**config.mk**
```make
export PLATFORM = sky130hd
export DESIGN_NAME = regfile_sb
export DESIGN_NICKNAME = d
export VERILOG_FILES = /design/src/rtl/regfile_pkg.sv /design/src/rtl/regfile_sb_scoreboard.sv /design/src/rtl/regfile_sb.sv
export SDC_FILE = /design/constraint.sdc
export NUM_CORES = 1
export LEC_CHECK = 0
export ABC_AREA = 1
export BUFFER_PORTS_ARGS = -buffer_cell sky130_fd_sc_hd__buf_2
export CORE_MARGIN = 2
export CORE_UTILIZATION = 50
export CTS_CLUSTER_SIZE = 24
export DETAILED_ROUTE_END_ITERATION = 16
export GPL_TIMING_DRIVEN = 0
export MAX_ROUTING_LAYER = met4
export PLACE_DENSITY = 0.71
export SYNTH_ARGS = -nofsm -noshare
export SYNTH_HDL_FRONTEND = slang
export SYNTH_HIERARCHICAL = 1
export SYNTH_SLANG_ARGS = --single-unit
```
**constraint.sdc**
```tcl
create_clock -name clock -period 5.6 [get_ports clock]
set_clock_uncertainty 0.15 [all_clocks]
set_input_delay 0 -clock clock [delete_from_list [all_inputs] [get_ports clock]]
set_output_delay 0 -clock clock [all_outputs]
set_load 0.01 [all_outputs]
```
**src/rtl/regfile_pkg.sv**
```systemverilog
// Shared constants and helpers for the register file and its busy scoreboard.
package regfile_pkg;

    localparam int DATA_W_DEF = 16;
    localparam int ADDR_W_DEF = 3;
    localparam int MAX_DEPTH  = 64;

    function automatic int depth_of(input int aw);
        return 1 << aw;
    endfunction

    localparam int DEPTH_DEF = depth_of(ADDR_W_DEF);

    function automatic int unsigned popcount(input logic [MAX_DEPTH-1:0] v);
        int unsigned n;
        n = 0;
        for (int i = 0; i < MAX_DEPTH; i++) begin
            n += {31'd0, v[i]};
        end
        return n;
    endfunction

endpackage

```
**src/rtl/regfile_sb_scoreboard.sv**
```systemverilog
// Per-register busy bits: reserve at issue, release at writeback, flush clears all.
module rf_scoreboard import regfile_pkg::*; #(
    parameter int ADDR_W   = ADDR_W_DEF,
    parameter int ZERO_REG = 0
) (
    input  logic                    clock_i,
    input  logic                    reset_i,
    input  logic                    wr_en_i,
    input  logic [ADDR_W-1:0]       wr_addr_i,
    input  logic                    rsv_en_i,
    input  logic [ADDR_W-1:0]       rsv_addr_i,
    input  logic                    flush_i,
    output logic [(1<<ADDR_W)-1:0]  busy_o,
    output logic [ADDR_W:0]         busy_cnt_o,
    output logic                    rsv_err_o
);

    localparam int DEPTH = depth_of(ADDR_W);
    localparam int CW    = ADDR_W + 1;

    logic [DEPTH-1:0] busy_q, busy_d;
    logic [CW-1:0]    cnt_q, cnt_d;
    logic             err_q, err_d;
    logic             wr_ok, rsv_ok, released;

    always_comb begin
        wr_ok    = wr_en_i && !(ZERO_REG != 0 && wr_addr_i == '0);
        rsv_ok   = rsv_en_i && !(ZERO_REG != 0 && rsv_addr_i == '0);
        released = wr_ok && (wr_addr_i == rsv_addr_i);
        // Later assignments win: flush > reserve > write-release.
        busy_d = busy_q;
        if (wr_ok) busy_d[wr_addr_i] = 1'b0;
        if (rsv_ok) busy_d[rsv_addr_i] = 1'b1;
        if (flush_i) busy_d = '0;
        err_d = err_q;
        if (rsv_ok && !flush_i && busy_q[rsv_addr_i] && !released) begin
            err_d = 1'b1;
        end
        cnt_d = CW'(popcount(MAX_DEPTH'(busy_d)));
    end

    always_ff @(negedge clock_i or posedge reset_i) begin
        if (reset_i) begin
            busy_q <= '0;
            cnt_q  <= '0;
            err_q  <= 1'b0;
        end else begin
            busy_q <= busy_d;
            cnt_q  <= cnt_d;
            err_q  <= err_d;
        end
    end

    assign busy_o     = busy_q;
    assign busy_cnt_o = cnt_q;
    assign rsv_err_o  = err_q;

endmodule

```
**src/rtl/regfile_sb.sv**
```systemverilog
// Register file with combinational read ports, write-through bypass and
// a busy scoreboard for RAW hazard detection; state updates on the falling edge.
module regfile_sb import regfile_pkg::*; #(
    parameter int DATA_W   = DATA_W_DEF,
    parameter int ADDR_W   = ADDR_W_DEF,
    parameter int NRD      = 2,
    parameter int ZERO_REG = 0,
    parameter int BYPASS   = 1
) (
    input  logic                   clock,
    input  logic                   reset,
    input  logic [NRD*ADDR_W-1:0]  rd_addr,
    output logic [NRD*DATA_W-1:0]  rd_data,
    output logic [NRD-1:0]         rd_busy,
    input  logic                   wr_en,
    input  logic [ADDR_W-1:0]      wr_addr,
    input  logic [DATA_W-1:0]      wr_data,
    input  logic                   rsv_en,
    input  logic [ADDR_W-1:0]      rsv_addr,
    input  logic                   flush,
    output logic [ADDR_W:0]        busy_cnt,
    output logic                   rsv_err
);

    localparam int DEPTH = depth_of(ADDR_W);

    logic [DATA_W-1:0] mem_q [DEPTH];
    logic [DEPTH-1:0]  busy;
    logic              wr_ok;

    assign wr_ok = wr_en && !(ZERO_REG != 0 && wr_addr == '0);

    always_ff @(negedge clock or posedge reset) begin
        if (reset) begin
            for (int i = 0; i < DEPTH; i++) begin
                mem_q[i] <= '0;
            end
        end else if (wr_ok) begin
            mem_q[wr_addr] <= wr_data;
        end
    end

    for (genvar k = 0; k < NRD; k++) begin : g_rd
        logic [ADDR_W-1:0] a;
        assign a = rd_addr[k*ADDR_W +: ADDR_W];
        assign rd_data[k*DATA_W +: DATA_W] =
            (BYPASS != 0 && wr_ok && a == wr_addr) ? wr_data : mem_q[a];
        assign rd_busy[k] = busy[a];
    end

    rf_scoreboard #(
        .ADDR_W   (ADDR_W),
        .ZERO_REG (ZERO_REG)
    ) u_sb (
        .clock_i    (clock),
        .reset_i    (reset),
        .wr_en_i    (wr_en),
        .wr_addr_i  (wr_addr),
        .rsv_en_i   (rsv_en),
        .rsv_addr_i (rsv_addr),
        .flush_i    (flush),
        .busy_o     (busy),
        .busy_cnt_o (busy_cnt),
        .rsv_err_o  (rsv_err)
    );

endmodule

```
==> impl_results.md, run 1 <==
- Setup violators final: 0
- P_int: 2083 uW
- Sequential area share after synthesis: 39.71%
- H-tree depth: 4
- Drt total wl: 33410 um
- Global route overflow: 0
- Core area: 0.01736 mm^2
- Gpl congestion: 0.9747
- Die height: 137.3 um
- DR pass1 iterations: 8
- Residual DRC: 0
- Leakage: 0.005525 uW
- Global-route wire length before repair: 50810 um
- Synth cell types: 28
- Mean routed wirelength per cell: 19.86 um
- Clock buffer count from CTS: 17
- Crit path max fanout: 10
- Relative slew slack: 49.30%
- Clock Tree Buf Depth: 2
- Largest net degree at the start of global routing: 42
- Power Density: around 320 mW/mm^2
- Fin nets: between 1000 and 1500
- Site Rows: between 40 and 50
- Post-Syn Nets: 1395
- Pins Over Slew Limit: 0
- Critical path class: in -> reg
- Total power: 3260 uW
- Via Count: 9472
- Register area: 0.003528 mm^2
- Sw Ratio: 36.09%
- Final HPWL DP: about 24000 um
- Dpl cells: 1648
- Most used flip-flop cell after synthesis: dfrtn_1
- Port Buffers: 65
- Reg clk slew, reported paths: 0.05 ns
- RSZ-0062 raised after global routing: true
- Post-layout util: 59.06%
- Number of synthesized flops with an enable pin: 0
- Die Wd: 137.3 um
- Worst-Skew Late Latency: 0.42 ns
- Min-Delay Path Class: in -> out
- RR Startpoint: u_sb/busy_o[2]
- Worst Reg-to-Reg Cells: 11
- Iter 0 DRT Violations: 1168
- Layout cell share with drive strength beyond 1: 13.80%
- Vias in the first global route: 8672
- Fill cells: roughly 1700
- Slew @ Worst Pin: around 0.76 ns
- Synth warn: 6
- Worst setup EP type: register
- Crit path from: wr_addr[2]
- # IOs: 72
- Synthesized instance count: approximately 1400
- Clock power frac: 33.5%
- WP data required: 2.92 ns
- TritonCTS clock tree: done
- Reg-to-reg critical path endpoint: u_sb/busy_cnt_o[1]
- Critical Path End: u_sb/busy_cnt_o[1]
- Maximum vdd ir drop: 0.0002520 V
- Arrival time of the worst setup path: between 2 and 3 ns
- Post-route ant nets: 0
- Outcome: complete, no violations
- Max Cap Violations: 0
- Seq pwr share: 40.6%
- R2r setup slk: between 2 and 2.5 ns
- Mean post-synth cell area: between 6 and 7 um^2
- Async SR Flop Fraction: 100.0%
- Antenna cells: 0
- Worst hold slack: 0.1869 ns
- Layout area overhead: 15.36%
- Net switching power: 1176 uW
- Initial core utilization: 51.20%
- Final hold violation count: 0
- Die area: 0.01885 mm^2
- Number of synthesized register bits: 141
- Comb pwr share: between 20 and 30%
- Area of the multi-input gates: approximately 0.0043 mm^2
- Vias per cell: ~5.6
- Layout Cells excl Fill: 1682
- Mapped cell area: 0.008886 mm^2
- Antenna violations before repair: 0
- Hold-fix buffers, CTS: 0
- Clk sinks: between 100 and 150
- CP Launch Type: input pin
- Clk root buf: clkbuf_16
- GRT Total Usage: 37.90%
-- logic make-up after synthesis --
logic type / synth area share (%)
fa+ha+maj: 1.324
simple gates: 37.14
flops: 39.71
compound gates: 8.885
buf+inv: 12.84
xor+xnor: 0.09858
-- registers in the layout, summed over array words and instances, names as in the netlist --
| register | flops |
|---|---|
| mem_q | 128 |
| u_sb/busy_cnt_o | 4 |
| u_sb/busy_o | 8 |
| u_sb/rsv_err_o | 1 |
-- per-layer routing --
metal | global-route usage (%) | share of wire, %
met5 | - | 0
met4 | 14.15 | 2.7
met3 | 9.529 | 11
met2 | 52.57 | 42
met1 | 53.32 | 44
-- worst min-delay path by stage --
| stage | from | endpoint | slack (ns) | depth (start not counted) |
|---|---|---|---|---|
| CTS | wr_data[1] | rd_data[17] | 0.18 | 4 |
| finish | wr_data[1] | rd_data[17] | 0.19 | 4 |
| global placement | wr_data[7] | rd_data[7] | 0.17 | 4 |
| detailed placement | wr_data[1] | rd_data[17] | 0.18 | 4 |
| floorplan | wr_data[10] | rd_data[10] | -0.03 | 2 |
| global route | wr_data[2] | rd_data[2] | 0.20 | 4 |
-- through the flow --
step	TNS [ns]	area (um^2)	setup slack [ns]
3_3_place_gp	-1.502	9532	-0.6230
5_1_grt	-0.03578	10250	-0.03578
4_1_cts	0	10190	0.01907
6_report	0	10250	0.07907
3_5_place_dp	-1.527	9592	-0.6285
2_1_floorplan	-0.3347	8925	-0.2077
-- layout make-up --
type	count	area share, %
Multi-Input combinational cell	944	41.72
Buffer	80	4.174
Tap cell	225	2.746
Clock buffer	19	4.321
Clock inverter	13	1.050
Sequential cell	141	34.42
Timing Repair Buffer	70	4.382
Inverter	190	7.189
-- worst max-delay path, cell delays in order --
cell	delay, ns
buf_6	0.13
inv_2	0.07
nand2_1	0.09
o21ai_2	0.08
a21oi_4	0.16
inv_2	0.05
fa_1	0.55
fa_1	0.44
fa_1	0.44
inv_1	0.07
ha_2	0.18
inv_2	0.04
fa_2	0.50
inv_1	0.03
-- placed cells by master (no fill, tap or decap), types with 2 or more instances in the layout --
| master | n |
|---|---|
| buf_1 | 7 |
| buf_4 | 12 |
| o21ai_1 | 5 |
| clkinv_4 | 2 |
| nand2_2 | 17 |
| inv_6 | 6 |
| nor2_1 | 10 |
| nand2_1 | 507 |
| buf_2 | 91 |
| clkbuf_16 | 17 |
| a21oi_2 | 2 |
| ha_1 | 2 |
| o21ai_0 | 141 |
| inv_1 | 170 |
| dfrtn_1 | 141 |
| inv_2 | 13 |
| fa_1 | 3 |
| inv_8 | 2 |
| a21oi_1 | 6 |
| inv_4 | 3 |
| buf_6 | 4 |
| clkinvlp_4 | 5 |
| nand3_1 | 234 |
| o21ai_2 | 2 |
| nand2_4 | 2 |
| buf_12 | 7 |
| clkbuf_1 | 29 |
| nor2_4 | 3 |
| nor2_2 | 4 |
-- synthesized netlist by cell type (2+ instances only) --
master,count,share of area (%)
o21ai_0,144,8.1
nor2_1,11,0.46
buf_1,7,0.30
nand2_1,510,22
o21ai_1,4,0.23
nand2_4,2,0.25
dfrtn_1,141,40
buf_4,11,0.93
nand2_2,14,0.99
buf_2,31,1.7
clkbuf_1,28,1.2
inv_4,3,0.21
nand3_1,235,13
inv_1,175,7.4
inv_2,10,0.42
fa_1,4,0.90
a21oi_1,8,0.45
ha_1,3,0.42
nor2_2,5,0.35
-- what timing repair did --
item | CTS | global route
gates cloned | 0 | 0
gates resized for setup | 10 | 22
pin swaps | 5 | 4
endpoints found under the setup margin | 2 | 2
setup buffers | 2 | 0
-- power groups by stage --
stage | Combinational [uW] | Clock, uW | Sequential (uW)
global route | 947 | 1130 | 1340
floorplan | 557 | 0 | 1300
global placement | 791 | 0 | 1330
CTS | 818 | 1090 | 1320
finish | 844 | 1090 | 1320
detailed placement | 809 | 0 | 1330
Note: power is estimated with default switching activity, not from simulation.
==> inputs of run 2 (changes only) <==
--- a/config.mk
+++ b/config.mk
@@ -6,14 +6,14 @@
 export NUM_CORES = 1
 export LEC_CHECK = 0
 export ABC_AREA = 1
-export BUFFER_PORTS_ARGS = -buffer_cell sky130_fd_sc_hd__buf_2
 export CORE_MARGIN = 2
 export CORE_UTILIZATION = 50
 export CTS_CLUSTER_SIZE = 24
 export DETAILED_ROUTE_END_ITERATION = 16
+export DONT_BUFFER_PORTS = 1
 export GPL_TIMING_DRIVEN = 0
 export MAX_ROUTING_LAYER = met4
-export PLACE_DENSITY = 0.71
+export PLACE_DENSITY = 0.68
 export SYNTH_ARGS = -nofsm -noshare
 export SYNTH_HDL_FRONTEND = slang
 export SYNTH_HIERARCHICAL = 1
==> run 2 against run 1 <==
Effect of this change:
- hold slack got worse by 0.18 ns
- setup slack better by 0.028 ns
- utilization fell by 1.5 points
- flip-flop and latch count stayed put
- sequential share of layout area up 0.90 points
- final cell count fell by 3.3%
- combinational power is 6.8% lower
- power shrank 1.6%
- die area is the same
- non-clock buffer count fell by 52
- via count fell by 1.1%
- global-route usage fell by 0.60 points
- largest power group unchanged
==> impl_results.md, run 2 (synthesis results as in run 1) <==
- Outcome: complete, no violations
- Layout area overhead: 12.42%
- Port Buffers: 0 (-100%)
- Commonest non-fill, non-tap cells in the layout: 509 x nand2_1, 234 x nand3_1, 173 x inv_1, 142 x o21ai_0, 141 x dfrtn_1
- Dpl cells: 1583 (-3.9%)
- Antenna violations before repair: 0 (unchanged)
- Post-CTS Setup Repair Bufs: 0 (-2)
- Residual DRC: 0 (unchanged)
- Drt total wl: 33360 um (-0.13%)
- Critical path class: in -> reg
- Iter 0 DRT Violations: 1183 (+1.3%)
- Largest net degree at the start of global routing: 40 (-4.8%)
- CP cell instances: buf_12 > inv_8 > nand3_1 > a21oi_2 > inv_1 > fa_1 > fa_1 > fa_1 > inv_1 > ha_4 > inv_2 > fa_2 > inv_1
- Worst-Skew Late Latency: 0.40 ns (-0.02 ns)
- Initial core utilization: 51.20% (unchanged)
- P_int: 2110 uW (+1.3%)
- Core area: 0.01736 mm^2 (unchanged)
- Max Cap Violations: 0 (unchanged)
- Clk root buf: clkbuf_16
- Antenna cells: 0 (unchanged)
- Fin nets: 1432 (-3.5%)
- Clk sinks: 141 (unchanged)
- Setup violators final: 0 (unchanged)
- Global route overflow: 0 (unchanged)
- CP delay by family, top: adder cells
- CP Launch Type: input pin
- Dpl ws: -0.4117 ns (+0.2169 ns)
- Final HPWL DP: 23800 um (-1.1%)
- Comb pwr share: 24.5% (-1.4 points)
- Crit path max fanout: 10 (unchanged)
- Arrival time of the worst setup path: 2.80 ns (-0.04 ns)
- Clock buffer count from CTS: 17 (unchanged)
- Die height: 137.3 um (unchanged)
- Slew @ Worst Pin: 0.8627 ns (+0.1021 ns)
- Slowest stage delay, CP: 0.53 ns (-0.02 ns)
- Maximum vdd ir drop: 0.0002171 V (-14%)
- Critical path buffers and inverters: 6 (unchanged)
- Die area: 0.01885 mm^2 (unchanged)
- Power Density: 321.1 mW/mm^2 (+0.98%)
- Post-layout util: 57.55% (-1.5 points)
- Sw Ratio: 34.21% (-1.9 points)
- Final hold violation count: 0 (unchanged)
- Final worst setup slack: 0.1070 ns (+0.02798 ns)
- Critical-path top delay cell: fa_1
- Vias in the first global route: 8530 (-1.6%)
- DR pass1 iterations: 5 (-3)
- Clock power frac: 34.2% (+0.7 points)
- # IOs: 72 (unchanged)
- Reg with most FFs: mem_q
- Layout cell share with drive strength beyond 1: 8.779% (-5.0 points)
- Relative slew slack: 42.49% (-6.8 points)
- Seq pwr share: 41.3% (+0.7 points)
- Layout Cells excl Fill: 1626 (-3.3%)
- Number of flip-flops in the largest register: 128 (unchanged)
- Via Count: 9369 (-1.1%)
- Worst setup EP type: register
- Global-route wire length before repair: 49960 um (-1.7%)
- Reg clk slew, reported paths: 0.04 ns (about the same)
- Clock Tree Buf Depth: 2 (unchanged)
- Die Wd: 137.3 um (unchanged)
- Net switching power: 1097 uW (-6.7%)
- Pins Over Slew Limit: 0 (unchanged)
- Post-route ant nets: 0 (unchanged)
- TritonCTS clock tree: done
- H-tree depth: 4 (unchanged)
- Total power: 3208 uW (-1.6%)
- Mean routed wirelength per cell: 20.52 um (+3.3%)
- GRT Total Usage: 37.30% (-0.60 points)
- Vias per cell: 5.762 (+2.3%)
- Min-Delay Path Class: in -> out
- Gpl congestion: 0.9908 (+1.7%)
- Leakage: 0.005296 uW (-4.1%)
- WP data required: 2.91 ns (about the same)
- Commonest non-fill, non-tap cell in the layout: nand2_1
- Site Rows: 48 (unchanged)
==> run 2: cell count changes in the layout (fill, tap and decap cells not counted), sizes merged <==
cell | previous run | this run
clkbuf | 47 | 46
bufinv | 0 | 2
buf | 122 | 54
dlygate4sd3 | 0 | 15
clkinv | 4 | 8
inv | 194 | 189
clkinvlp | 5 | 2
==> run 2: layout make-up <==
cell class              count  area, um^2
repair buffers             18       210.2
flip-flops and latches    141        3528
clock buffers              17       425.4
multi-input cells         944        4257
fillers                  1750        7367
plain buffers              80       430.4
clock inverters            11       122.6
well taps                 225       281.5
inverters                 190       734.5
==> run 2: metrics by stage <==
| step | cell area, um^2 | setup TNS [ns] | hold WS, ns |
|---|---|---|---|
| 6_report | 9990 | 0 | 0.007449 |
| 5_1_grt | 9990 | -0.007115 | 0.007284 |
| 4_1_cts | 9965 | 0 | 0.001354 |
| 3_5_place_dp | 9266 | -0.7566 | -0.02843 |
| 3_3_place_gp | 9206 | -0.7158 | -0.02792 |
| 2_1_floorplan | 8925 | -0.3347 | -0.03387 |
==> run 2: worst paths after layout <==
kind                           startpoint                 end  slack, ns  cells after the start
setup / recovery              rsv_addr[0]  u_sb/busy_cnt_o[1]       0.11                     13
hold / removal                wr_data[11]         rd_data[11]      0.007                      2
setup reg to reg           u_sb/busy_o[2]  u_sb/busy_cnt_o[1]       2.23                     11
hold reg to reg                 mem_q[45]           mem_q[45]       0.28                      2
max in group asynchronous           reset           mem_q[12]       2.10                      4
min in group asynchronous           reset      u_sb/busy_o[7]       2.03                      1
==> run 2: worst reg2reg max path: stages, from the launching register on <==
cell     delay [ns]
dfrtn_1        0.45
o21ai_1        0.13
a21oi_4        0.18
inv_2          0.06
fa_1           0.56
fa_1           0.45
fa_1           0.46
inv_1          0.10
ha_4           0.14
inv_2          0.03
fa_2           0.51
inv_1          0.03
==> run 2: per-layer routing <==
layer	vias to the layer above	routed length (um)	global-route usage (%)
met5	-	0	-
met4	0	1355	15.98
met3	111	3764	8.425
met2	578	14200	52.16
met1	4383	14050	51.88
li1	4297	-	-
==> run 2: power by group through the flow <==
stage,Clock (uW),Sequential (uW),Combinational (uW)
after detailed placement,0,1330,750
after global placement,0,1330,733
after floorplan,0,1300,557
after CTS,1100,1320,766
after global routing,1140,1340,883
final,1100,1320,787
==> run 2: timing repair <==
action | in CTS | in global routing
resized for setup | 0 | 7
pin swaps | 1 | 5
setup endpoints to repair | 1 | 2
endpoints found under the hold margin | 29 | 0
gates cloned | 0 | 0
hold buffers | 15 | 0
